`src/rtl/pcint_pkg.sv`:
```
// Shared constants for the pin-change interrupt controller: group geometry and default bus addresses.
package pcint_pkg;

    localparam int MAX_GRP = 4;
    localparam int GRP_W   = 8;

    localparam logic [5:0] PCIFR_ADDR_DFLT  = 6'h1B;
    localparam logic [7:0] PCICR_ADDR_DFLT  = 8'h68;
    localparam logic [7:0] PCMSK0_ADDR_DFLT = 8'h6B;

    // PCMSKn registers sit at consecutive data-space addresses starting at PCMSK0.
    function automatic logic [7:0] mskAddr(input logic [7:0] base, input int n);
        return base + 8'(n);
    endfunction

endpackage

```
`src/rtl/pcint_group.sv`:
```
// One 8-pin group: holds PCMSKn and the previous level, reports a masked pin change.
// Build option PCINT_FILTER_EN inserts a 2-sample agreement filter in front of the edge detector.
module pcint_group
    import pcint_pkg::*;
(
    input  logic             clk_i,
    input  logic             rst_ni,
    input  logic             primed_i,
    input  logic [GRP_W-1:0] pins_i,
    input  logic             mask_we_i,
    input  logic [GRP_W-1:0] mask_wdata_i,
    output logic [GRP_W-1:0] mask_o,
    output logic             chg_o
);

    logic [GRP_W-1:0] mask_q, mask_d;
    logic [GRP_W-1:0] prev_q, prev_d;
    logic [GRP_W-1:0] level;

`ifdef PCINT_FILTER_EN
    logic [GRP_W-1:0] samp_q;
    logic [GRP_W-1:0] agree;

    // A pin's filtered level only moves once two consecutive raw samples agree; prev_q holds that level.
    assign agree = ~(pins_i ^ samp_q);
    assign level = (pins_i & agree) | (prev_q & ~agree);

    always_ff @(posedge clk_i or negedge rst_ni) begin
        if (!rst_ni) begin
            samp_q <= '0;
        end else begin
            samp_q <= pins_i;
        end
    end
`else
    assign level = pins_i;
`endif

    assign prev_d = primed_i ? level : pins_i;
    assign mask_d = mask_we_i ? mask_wdata_i : mask_q;
    assign chg_o  = primed_i & (|((level ^ prev_q) & mask_q));
    assign mask_o = mask_q;

    always_ff @(posedge clk_i or negedge rst_ni) begin
        if (!rst_ni) begin
            mask_q <= '0;
            prev_q <= '0;
        end else begin
            mask_q <= mask_d;
            prev_q <= prev_d;
        end
    end

endmodule

```
`src/rtl/pcint_ctrl.sv`:
```
// Pin-change interrupt controller top: PCICR/PCIFR, bus decode, read mux and one pcint_group per 8 pins.
// Build option PCINT_FILTER_EN (handled inside pcint_group) adds a 2-sample glitch filter per pin.
module pcint_ctrl
    import pcint_pkg::*;
#(
    parameter int         N_GRP       = 4,
    parameter logic [5:0] PCIFR_ADDR  = PCIFR_ADDR_DFLT,
    parameter logic [7:0] PCICR_ADDR  = PCICR_ADDR_DFLT,
    parameter logic [7:0] PCMSK0_ADDR = PCMSK0_ADDR_DFLT
) (
    input  logic                   cp2,
    input  logic                   ireset,
    input  logic [5:0]             IO_Addr,
    input  logic                   iore,
    input  logic                   iowe,
    input  logic [7:0]             ramadr,
    input  logic                   ramre,
    input  logic                   ramwe,
    input  logic [7:0]             dbus_in,
    output logic [7:0]             dbus_out,
    output logic                   out_en,
    input  logic [GRP_W*N_GRP-1:0] pin_sync,
    output logic [N_GRP-1:0]       irq,
    input  logic [N_GRP-1:0]       irq_ack
);

    logic                   primed_q;
    logic [N_GRP-1:0]       pcicr_q, pcicr_d;
    logic [N_GRP-1:0]       pcifr_q, pcifr_d;
    logic [N_GRP-1:0]       chg;
    logic [N_GRP-1:0]       mskWe;
    logic [GRP_W-1:0]       mskVal [N_GRP];
    logic                   pcifrWr, pcicrWr;

    assign pcifrWr = iowe && (IO_Addr == PCIFR_ADDR);
    assign pcicrWr = ramwe && (ramadr == PCICR_ADDR);

    for (genvar g = 0; g < N_GRP; g++) begin : gGrp
        assign mskWe[g] = ramwe && (ramadr == mskAddr(PCMSK0_ADDR, g));

        pcint_group uGrp (
            .clk_i        (cp2),
            .rst_ni       (ireset),
            .primed_i     (primed_q),
            .pins_i       (pin_sync[GRP_W*g +: GRP_W]),
            .mask_we_i    (mskWe[g]),
            .mask_wdata_i (dbus_in),
            .mask_o       (mskVal[g]),
            .chg_o        (chg[g])
        );
    end

    // Clears (write-1 or vector ack) apply first so a coincident pin change still leaves the flag set.
    always_comb begin
        pcicr_d = pcicr_q;
        if (pcicrWr) begin
            pcicr_d = dbus_in[N_GRP-1:0];
        end
        pcifr_d = pcifr_q;
        if (pcifrWr) begin
            pcifr_d = pcifr_d & ~dbus_in[N_GRP-1:0];
        end
        pcifr_d = (pcifr_d & ~irq_ack) | chg;
    end

    always_ff @(posedge cp2 or negedge ireset) begin
        if (!ireset) begin
            primed_q <= 1'b0;
            pcicr_q  <= '0;
            pcifr_q  <= '0;
        end else begin
            primed_q <= 1'b1;
            pcicr_q  <= pcicr_d;
            pcifr_q  <= pcifr_d;
        end
    end

    assign irq = pcifr_q & pcicr_q;

    always_comb begin
        dbus_out = '0;
        out_en   = 1'b0;
        if (ireset) begin
            if (iore && (IO_Addr == PCIFR_ADDR)) begin
                out_en   = 1'b1;
                dbus_out = dbus_out | 8'(pcifr_q);
            end
            if (ramre) begin
                if (ramadr == PCICR_ADDR) begin
                    out_en   = 1'b1;
                    dbus_out = dbus_out | 8'(pcicr_q);
                end
                for (int n = 0; n < N_GRP; n++) begin
                    if (ramadr == mskAddr(PCMSK0_ADDR, n)) begin
                        out_en   = 1'b1;
                        dbus_out = dbus_out | mskVal[n];
                    end
                end
            end
        end
    end

endmodule
```
`config.mk`:
```
export PLATFORM = sky130hd
export DESIGN_NAME = pcint_ctrl
export DESIGN_NICKNAME = d
export VERILOG_FILES = /design/src/rtl/pcint_pkg.sv /design/src/rtl/pcint_group.sv /design/src/rtl/pcint_ctrl.sv
export SDC_FILE = /design/constraint.sdc
export NUM_CORES = 1
export LEC_CHECK = 0
export BUFFER_PORTS_ARGS = -buffer_cell sky130_fd_sc_hd__buf_2
export CAP_MARGIN = 10
export CORE_MARGIN = 5
export CORE_UTILIZATION = 55
export CTS_CLUSTER_SIZE = 25
export DETAILED_ROUTE_END_ITERATION = 6
export GPL_TIMING_DRIVEN = 0
export PLACE_DENSITY = 0.87
export SYNTH_ARGS = -nofsm -noshare
export SYNTH_HDL_FRONTEND = slang
export SYNTH_HIERARCHICAL = 1
export SYNTH_SLANG_ARGS = --single-unit
```
`constraint.sdc`:
```
create_clock -name cp2 -period 3.73 [get_ports cp2]
set_input_delay 0.746 -clock cp2 [delete_from_list [all_inputs] [get_ports cp2]]
set_output_delay 0.746 -clock cp2 [all_outputs]
set_load 0.03 [all_outputs]
```
==> out/qor.yml <==
synth:
  synth-seq-cells: 73
  yosysTopAreaCell: "dfrtp_1"
  yosys.cell_types.count: 33
  ys_seq_area_share_pct: 53.8
  synth_commonest_cells: "73 x dfrtp_1, 40 x mux2_2, 32 x xor2_1"
  synth_ff_type: "dfrtp_1"
  syn_nets: 329
  yosys.area.top_type_share_pct: 53.8
  ys_top_cells_by_area: "dfrtp_1 54%, mux2_2 13%, xor2_1 8.2%"
  syn_inst: 265
  synth-edff-count: 0
  synthArstFlopShare_pct: 100
  yosysWarnings: 6
  post-synth-top-count-cell: "dfrtp_1"
  syn_area_mm2: 0.00340
  synth_area_per_cell_um2: 12.8
sta:
  final_max_slew_viol_count: 0
  final-hold-violation-count: 0
  slew_headroom_pct: 38.5
  post-route-period-util_pct: 83.5
  finalClockSkew_ps: 6.77
  setup_viol: 0
  tns_ps: 0
  period_minus_slack_ps: 3110
  fmax_mhz: 321
  tightest_slew_ps: 922
  grt_setup_unrepaired: "false"
clock_tree:
  cts_setup_buffers: 0
  clkTransAtPathRegs_ps: 80
  cts-hold-fix-buffers: 0
  htreeDepth: 3
  cts_tree: "done"
  numCtsBuffers: 9
  ctsResizeCount: 0
  cts.path.max_buffers: 2
  worst_skew_pair.late_latency_ps: 350
  numClockSinks: 73
  cts-root-buf: "clkbuf_8"
critical_path:
  cp.required_ps: 2980
  cp.arrival_ps: 2370
  slowest_delay_ps: 680
  crit_type: "in2out"
  start_kind: "primary input"
  startpoint: "ireset"
  crit_fanout: 76
  worst_path_max_delay_cell: "buf_4"
  reg2reg_from: "gGrp[2].uGrp/prev_q[5]$_DFF_PN0_"
  end_kind: "primary output"
  cp_cell_sequence: "buf_4 -> nand4_1 -> a21oi_1 -> buf_2"
grt:
  grt_usage_pct: 23.0
  grt_max_degree: 77
  grt_pass1_wl_um: 13100
  grt_pass1_vias: 2644
  grt_overflow: 0
  antenna_found_initial: 0
floorplanning:
  coreArea_mm2: 0.00596
  die_h_um: 88.6
  io_pins: 77
  initial_core_util_pct: 57.1
  dieArea_mm2: 0.00785
  rows: 28
  fp.dieW_um: 88.6
place:
  gp_congestion: 0.951
  dp_hpwl_um: 6130
  io_buffers: 73
  dpl-instance-area_mm2: 0.00386
min_path:
  hp-start: "pin_sync[18]"
  min_path_type: "in2reg"
detailed_routing:
  antenna_left: 0
  drt-pass1-iter-count: 4
  first_iter_violations: 180
  wl_per_cell_um: 19.2
  drc: 0
  vias: 2510
  wirelength_um: 8260
  via_per_inst: 5.85
power_and_ir_drop:
  powerDensity_mw_per_mm2: 435
  p_leak_nw: 2.07
  ir_drop_mv: 0.312
final_layout:
  drive_gt1_share_pct: 41.5
  diodes: 0
  area_growth_pct: 20.7
  design_area_mm2: 0.00410
  nFillCells: 449
  nets: 413
job:
  cap_viol_max_count: 0
run_status:
  outcome: "finished clean"
[where the power goes]
group | switching, mW | internal, mW | total (mW)
sequential | 0.0324 | 0.836 | 0.868
combinational | 0.0924 | 0.0839 | 0.176
clock | 0.297 | 0.444 | 0.741
total | 0.422 | 1.36 | 1.79
[sequential cells by signal, indices dropped and copies added, names as in the netlist]
signal and count:
pcifr_q 4, gGrp.uGrp/prev_q 32, pcicr_q 4, gGrp.uGrp/mask_o 32, primed_q 1
[cells in the final DEF (no fill, tap or decap), drive strengths merged, types with 3 or more instances in the layout]
cell    netlist  routed
buf          10      83
dfrtp        73      73
mux2         40      40
xor2         32      32
a22oi        16      16
clkbuf        3      12
and3b         9       9
o21ai         8       8
nand3b        8       8
inv           8       8
nand4         6       6
and2          5       5
mux2i         5       5
nand2         4       4
a21oi         4       4
nand3         4       4
a31oi         4       4
a32o          4       4
a31o          4       4
a41oi         4       4
and3          3       3
bufinv        0       3
[path summary, 6_finish.rpt]
check | depth (start not counted) | slack, ps | endpoint
setup / recovery | 4 | 620 | dbus_out[7]
hold / removal | 1 | 510 | gGrp[2].uGrp/prev_q[2]$_DFF_PN0_
setup reg to reg | 4 | 2340 | pcifr_q[2]$_DFF_PN0_
hold reg to reg | 1 | 530 | pcicr_q[3]$_DFFE_PN0P_
max in group asynchronous | 1 | 2620 | pcicr_q[1]$_DFFE_PN0P_
min in group asynchronous | 1 | 520 | gGrp[3].uGrp/prev_q[4]$_DFF_PN0_
[critical path, delay by kind of cell]
kind / cells / cell delay, ps
buffers and inverters: 2 / 930
AND/OR/NAND/NOR: 1 / 360
AO/OA/AOI/OAI: 1 / 290
[area by class of cell]
cell class	count	area, um2	area share [%]
clock inverters	7	119	2.90
well taps	75	93.8	2.29
multi-input cells	171	1470	35.7
inverters	8	30.0	0.732
plain buffers	13	75.1	1.83
repair buffers	73	368	8.97
clock buffers	9	124	3.02
flip-flops and latches	73	1830	44.5
[cells by family (layout without fill, tap and decap cells)]
kind of cell    Yosys count  count (layout)  share of synthesized area (%)
buf+inv                  21             110                           3.09
simple gates             47              47                           10.3
flops                    73              73                           53.8
mux                      45              45                           14.7
other cells               1               1                          0.110
compound gates           45              45                           9.50
xor+xnor                 33              33                           8.51
[per-layer routing]
layer  global-route usage [%]  part of all wire [%]  up-vias
met3                     8.29                   9.4       11
met5                        0                     0        -
li1                         -                     -     1136
met4                     7.14                   1.2        0
met1                     29.4                    41     1242
met2                     36.9                    49      121
[stage by stage]
| step | utilization, % | power [mW] | cells | setup slack, ps | hold WS (ps) |
|---|---|---|---|---|---|
| floorplan | - | 0.965 | 265 | 1170 | 450 |
| global placement | 64.8 | 1.05 | 413 | 66.1 | 503 |
| detailed placement | 64.8 | 1.06 | 413 | 622 | 513 |
| CTS | 68.9 | 1.80 | 429 | 607 | 496 |
| global route | 68.9 | 1.86 | 429 | 389 | 496 |
| finish | 68.9 | 1.79 | 429 | 616 | 514 |
Power figures use the tool's default switching activity.
